--- config.mk ---
export PLATFORM = sky130hd
export DESIGN_NAME = ones_pattern_gen
export DESIGN_NICKNAME = d
export VERILOG_FILES = /design/src/rtl/ones_pattern_gen.sv
export SDC_FILE = /design/constraint.sdc
export NUM_CORES = 1
export LEC_CHECK = 0
export BUFFER_PORTS_ARGS = -buffer_cell sky130_fd_sc_hd__buf_2
export CORE_MARGIN = 2
export CORE_UTILIZATION = 32
export CTS_BUF_LIST = sky130_fd_sc_hd__clkbuf_8
export DETAILED_ROUTE_END_ITERATION = 12
export SKIP_CTS_REPAIR_TIMING = 1
export SLEW_MARGIN = 20
export SYNTH_ARGS = -nofsm -noshare
export SYNTH_HDL_FRONTEND = slang
export SYNTH_SLANG_ARGS = --single-unit
--- constraint.sdc ---
create_clock -name clk -period 4.12 [get_ports clk]
set_input_delay 0.412 -clock clk [delete_from_list [all_inputs] [get_ports clk]]
set_output_delay 0.412 -clock clk [all_outputs]
set_load 0.01 [all_outputs]
--- src/rtl/ones_pattern_gen.sv ---
// Builds a WIDTH-bit word holding exactly `count` ones, one bit per clock,
// emitting it serially (LSB first) and then as a registered parallel word.
module ones_pattern_gen #(
  parameter int unsigned WIDTH = 16,
  parameter int unsigned CW    = 6,
  parameter int unsigned ALIGN = 0
) (
  input  logic             clk,
  input  logic             rst,
  input  logic             start,
  input  logic [CW-1:0]    count,
  output logic             busy,
  output logic             done,
  output logic             err,
  output logic [WIDTH-1:0] q_out,
  output logic             sout,
  output logic             sout_valid
);

  localparam int unsigned IW = (WIDTH > 1) ? $clog2(WIDTH) : 1;
  localparam int unsigned AW = CW + 1;

  typedef enum logic [1:0] {IDLE, FILL, LOAD} state_t;

  state_t           state_q, state_d;
  logic [CW-1:0]    cnt_q, cnt_d;
  logic [IW-1:0]    idx_q, idx_d;
  logic [WIDTH-1:0] sreg_q, sreg_d;
  logic [WIDTH-1:0] q_q, q_d;
  logic             busy_q, busy_d;
  logic             done_q, done_d;
  logic             err_q, err_d;
  logic             sout_q, sout_d;
  logic             sv_q, sv_d;
  logic             tgt_bit;

  // Target bit at the current index; compared one bit wider so WIDTH fits.
  always_comb begin
    tgt_bit = 1'b0;
    if (ALIGN == 0) begin
      tgt_bit = (AW'(idx_q) < AW'(cnt_q));
    end else begin
      tgt_bit = (AW'(idx_q) >= (AW'(WIDTH) - AW'(cnt_q)));
    end
  end

  always_comb begin
    state_d = state_q;
    cnt_d   = cnt_q;
    idx_d   = idx_q;
    sreg_d  = sreg_q;
    q_d     = q_q;
    busy_d  = busy_q;
    done_d  = 1'b0;
    err_d   = 1'b0;
    sout_d  = 1'b0;
    sv_d    = 1'b0;
    case (state_q)
      IDLE: begin
        if (start) begin
          if (AW'(count) > AW'(WIDTH)) begin
            err_d = 1'b1;
          end else begin
            cnt_d   = count;
            idx_d   = '0;
            sreg_d  = '0;
            busy_d  = 1'b1;
            state_d = FILL;
          end
        end
      end
      FILL: begin
        sout_d = tgt_bit;
        sv_d   = 1'b1;
        sreg_d = sreg_q | (WIDTH'(tgt_bit) << idx_q);
        idx_d  = idx_q + IW'(1);
        if (idx_q == IW'(WIDTH - 1)) begin
          state_d = LOAD;
        end
      end
      LOAD: begin
        q_d     = sreg_q;
        done_d  = 1'b1;
        busy_d  = 1'b0;
        state_d = IDLE;
      end
      default: begin
        state_d = IDLE;
      end
    endcase
  end

  always_ff @(posedge clk or posedge rst) begin
    if (rst) begin
      state_q <= IDLE;
      cnt_q   <= '0;
      idx_q   <= '0;
      sreg_q  <= '0;
      q_q     <= '0;
      busy_q  <= 1'b0;
      done_q  <= 1'b0;
      err_q   <= 1'b0;
      sout_q  <= 1'b0;
      sv_q    <= 1'b0;
    end else begin
      state_q <= state_d;
      cnt_q   <= cnt_d;
      idx_q   <= idx_d;
      sreg_q  <= sreg_d;
      q_q     <= q_d;
      busy_q  <= busy_d;
      done_q  <= done_d;
      err_q   <= err_d;
      sout_q  <= sout_d;
      sv_q    <= sv_d;
    end
  end

  assign busy       = busy_q;
  assign done       = done_q;
  assign err        = err_q;
  assign q_out      = q_q;
  assign sout       = sout_q;
  assign sout_valid = sv_q;

endmodule
# Word level (Yosys, flattened, before mapping)
# Index checks and enable logic that the tools add are counted.
# word_totals
inputBits,9
output_inout_bits,21
reg_bits,49
# classes
reduce_logical,7
add_sub_neg,1
mux,19
n_shift,1
magnitude_cmp,2
n_eq_ne,6
n_bitwise,2
# op_table
cell,n
$mux W16,2
$pmux W16 S2,1
$or A16 B16 Y16,1
$shl A1 B4 Y16,1
$reduce_and A3 Y1,4
$mux W1,8
$mux W4,2
$pmux W4 S2,1
$gt A6 B5 Y1 const B,1
$lt A4 B6 Y1,1
$mux W2,3
$ne A2 B2 Y1 const B,3
$add A4 B1 Y4 const B,1
$eq A4 B4 Y1 const B,1
$pmux W2 S2,1
$reduce_bool A2 Y1,2
$eq A2 B1 Y1 const B,1
$eq A2 B2 Y1 const B,1
$logic_not A2 Y1,1
$pmux W1 S2,1
$not A1 Y1,1

# Longest topological paths before layout
# depth
depth_word,4
ltp_mapped,8

# Worst setup path after synthesis
# No wires, ideal clock.
# synth_timing
path_type,input to register
from,input count[0]
to,register cnt_q[0]
setup_slack_ns,2.450
cell_stages,6
t_arrival_ns,1.542
path_buffers,1
required_time_ns,3.993
path_cell_list,nor4_4 -> inv_2 -> a21oi_1 -> and3_1 -> buf_4 -> mux2_1
# synth_between
elab_chain_len,3
# synth_lines
item,line,rtl
start: declaration,11,"input logic [CW-1:0] count,"
$gt A6 B5 Y1,61,if (AW'(count) > AW'(WIDTH)) begin
$not A1 Y1 (no source line),n/a,
$reduce_and A3 Y1 (no source line),n/a,
end signal: assignment,107,cnt_q <= cnt_d;
end: declaration,26,"logic [CW-1:0] cnt_q, cnt_d;"
# Several ways; a longest one is shown, not always the timed one.
# A chain may end at the register's enable or synchronous reset.

# Worst setup path after layout
# layout_timing
from,input count[0]
to,register cnt_q[2]
# layout_between
elab_chain_len,3
# layout_lines
item,line
$gt A6 B5 Y1,61
$not A1 Y1 (no source line),n/a
$reduce_and A3 Y1 (no source line),n/a
# Every way passes these cells.

==> results.txt <==
The flow ran to the end, and the final reports show no timing, DRC or antenna violations. The most used flip-flop cell after synthesis is sky130_fd_sc_hd__dfrtp_1. The wire length reported by the detailed router came out at around 3.9 mm. The repair_antennas step left the layout with diodes totalling 0. The type of the worst setup path is primary input to flip-flop. After detailed routing, the number of vias per cell comes to 4.843. Synthesis produced a netlist whose cell count is ~180.

Measured along the x axis, the die boundary spans about 85 um. The data arrival at the endpoint of the critical path came out at between 2000 and 2500 ps. Static timing analysis puts the maximum clock frequency at roughly 470 MHz.

In this run the worst path has a maximum fanout of 26. The half-perimeter wire length after placement came out at about 2.5 mm. The post-route fraction of the period consumed by the critical path came out at between 50% and 60%. After clock tree synthesis, the clock-pin slew on the worst setup and hold paths is 100 ps.

STA classifies the critical path endpoint as a flip-flop. The number of storage elements in the synthesis netlist is just under 50. In this run the remaining antenna-violating nets after routing total 0. The worst setup slack for register-to-register paths came out at roughly 2200 ps. After floorplanning, the core was sized to cover between 6000 and 7000 um2. Routability-driven placement finished with a final weighted congestion of ~0.73. The power per cell area came out at about 590 nW/um2. After detailed routing, the average wire length per cell comes to approximately 14 um. The static leakage power came out at 1.171 nW. The slew at the pin closest to its max-slew limit came out at slightly below 1000 ps. Yosys mapped the design onto 34 distinct sky130hd cell types.

The first-pass GRT wire length came out at between 6 and 7 mm. The synthesized netlist net count is between 150 and 200. Excluding fillers, the count of instances in the completed layout stands at between 200 and 300. Setup repair after global routing left no endpoint under its margin.

Setup slack on the critical path of the routed design comes to 1995 ps. The number of global-route vias before repair came out at 1405. The share of layout cells above drive strength 1 came out at roughly 28%. In this run, the number of DRC markers left after iteration 0 of detailed routing was just over 90. The count of warnings emitted by yosys came out at 0. Counting I/O delays and the setup requirement, the final critical path takes ~2100 ps.

The post-synth design cell area is roughly 2100 um2. The placement-stage worst setup slack is about 1600 ps. The normalized max-slew margin is between 30% and 40%. The area growth from synthesis to layout is 13.23%. In this run the worst hold path is classified as primary input to asynchronous set/reset pin. The required time reported for the critical path endpoint came out at between 4000 and 5000 ps. The critical path goes through buf_2 -> nor4_4 -> inv_2 -> a21oi_1 -> and3_1 -> mux2_1. The insertion delay to the later sink of the worst-skew pair came out at 310 ps. Port buffering added 29 buffers. The placement row count came out at 29. For this configuration, the core starts out at a cell density of 33.06%. Entering global routing, the biggest net connects 50 pins. The clock arrives with 10.38 ps of skew. Pin placement for this block handled 30 I/O pins. Leaving out fill and tap cells, the most frequent cells in the layout are 49 x sky130_fd_sc_hd__dfrtp_1, 29 x sky130_fd_sc_hd__buf_2, 22 x sky130_fd_sc_hd__nor2_1, 16 x sky130_fd_sc_hd__mux2_2, 14 x sky130_fd_sc_hd__nor3_1.

The library cell used most frequently in the layout, excluding fill and tap cells, is sky130_fd_sc_hd__dfrtp_1. The highest cell delay on the worst timing path came out at ~830 ps. The number of endpoints with negative hold slack in the final report came out at 0. The total setup violations reported at the end of the flow came out at 0. The number of placed instances with taps included is 272. The sequential-to-total area share from yosys stat is between 50 and 60%. The worst-case clock buffer depth is 2. The height of the die is about 85 um. The clock tree synthesis step divided the H-tree into 2 levels.

The number of enable flip-flop cells after synthesis is 0. The clock net in this run drives a total of between 40 and 50 sinks. The max-cap violation count is 0. The critical path's slowest cell is sky130_fd_sc_hd__and3_1. TritonCTS built the clock tree.

The length of the first detailed-routing pass in iterations came out at 4. STA classifies the critical path startpoint as a primary input. The initial antenna violation count was 0.

The synthesized area per cell came out at about 12 um2. The share of synthesized registers carrying an async set or reset came out at between 90% and 100%. The floorplan step defined a die boundary enclosing approximately 7200 um2. Counting the buffers created by CTS gives 5. The number of remaining DRC errors is 0. The count of vias placed by the detailed router came out at about 1400. The clock root buffer is sky130_fd_sc_hd__clkbuf_8.

Global routing used 11.92% of the available tracks. The setup TNS came out at 0 ps. The net count of the finished layout came out at roughly 220. The worst ir drop on vdd is between 0.15 and 0.2 mV. Summed over all layers, the global routing overflow is 0. The number of pins exceeding their max-slew limit in the final report is 0.
-- layer usage --
metal	global-route usage, %	routed length (um)
met3	3.405	145
met5	0	0
met4	5.628	50
met1	15.57	1971
met2	18.32	1725
-- power breakdown --
group | leakage (nW) | switching, mW | internal [mW] | total, mW
registers | 0.647 | 0.116 | 0.596 | 0.712
clock network | 0.0595 | 0.163 | 0.180 | 0.342
logic | 0.464 | 0.200 | 0.148 | 0.348
total | 1.17 | 0.479 | 0.924 | 1.40
-- worst paths after layout --
check	end	cells after the start	start
worst min-delay path	sreg_q[12]	2	rst
max in group asynchronous	state_q[0]	2	rst
worst max-delay path	cnt_q[2]	6	count[0]
min in group clk	err	3	start
worst min register to register	busy	1	busy
worst max register to register	sreg_q[9]	5	idx_q[3]
-- critical path: cells and delay by family --
kind | cells | cell delay (ps)
muxes | 1 | 380
buffers and inverters | 2 | 170
AOI/OAI and AO/OA | 1 | 170
and+or+nand+nor | 2 | 1180
-- metrics by stage --
stage	util (%)	hold WS, ps	power, mW	cell area, um2
after detailed placement	35.67	476.6	1.069	2265
after CTS	37.42	326.8	1.416	2376
after global routing	37.44	306.3	1.501	2377
final	37.44	236.3	1.403	2377
after global placement	35.67	475.0	1.059	2265
after floorplan	-	457.1	0.9885	2100
-- final cells by class --
cell class	count	area, um2
clock buffer	5	68.82
inverter	7	27.53
timing repair buffer	29	145.1
sequential	49	1226
multi-input combinational	110	770.7
clock inverter	3	42.54
fill	621	3973
tap	77	96.34
-- cells in the mapped netlist (all sizes together) (2+ instances only) --
cell type / number / area [um2]
nor2: 23 / 88.84
clkbuf: 4 / 15.01
buf: 9 / 61.31
mux2: 21 / 236.5
ha: 4 / 50.05
nand2b: 6 / 37.54
inv: 7 / 26.27
nand2: 3 / 11.26
nor2b: 3 / 18.77
nor3: 14 / 70.07
a31oi: 8 / 50.05
nor4: 2 / 27.53
dfrtp: 49 / 1226
a21oi: 12 / 60.06
-- sequential cells by signal, summed over array words and instances, names as in the netlist --
name	cells
idx_q	4
sout	1
done	1
busy	1
sreg_q	16
sout_valid	1
q_out	16
state_q	2
err	1
cnt_q	6
-- kinds of logic (layout without fill, tap and decap cells) --
family | Yosys count | after routing | share of synthesized area (%)
and+or+nand+nor | 56 | 56 | 13.65
AOI/OAI and AO/OA | 27 | 27 | 8.582
buffers and inverters | 20 | 44 | 4.886
DFF | 49 | 49 | 58.40
muxes | 21 | 21 | 11.26
adders and majority gates | 4 | 4 | 2.384
xor gates and xnor gates | 2 | 2 | 0.8345
(Power assumes the default switching activity.)
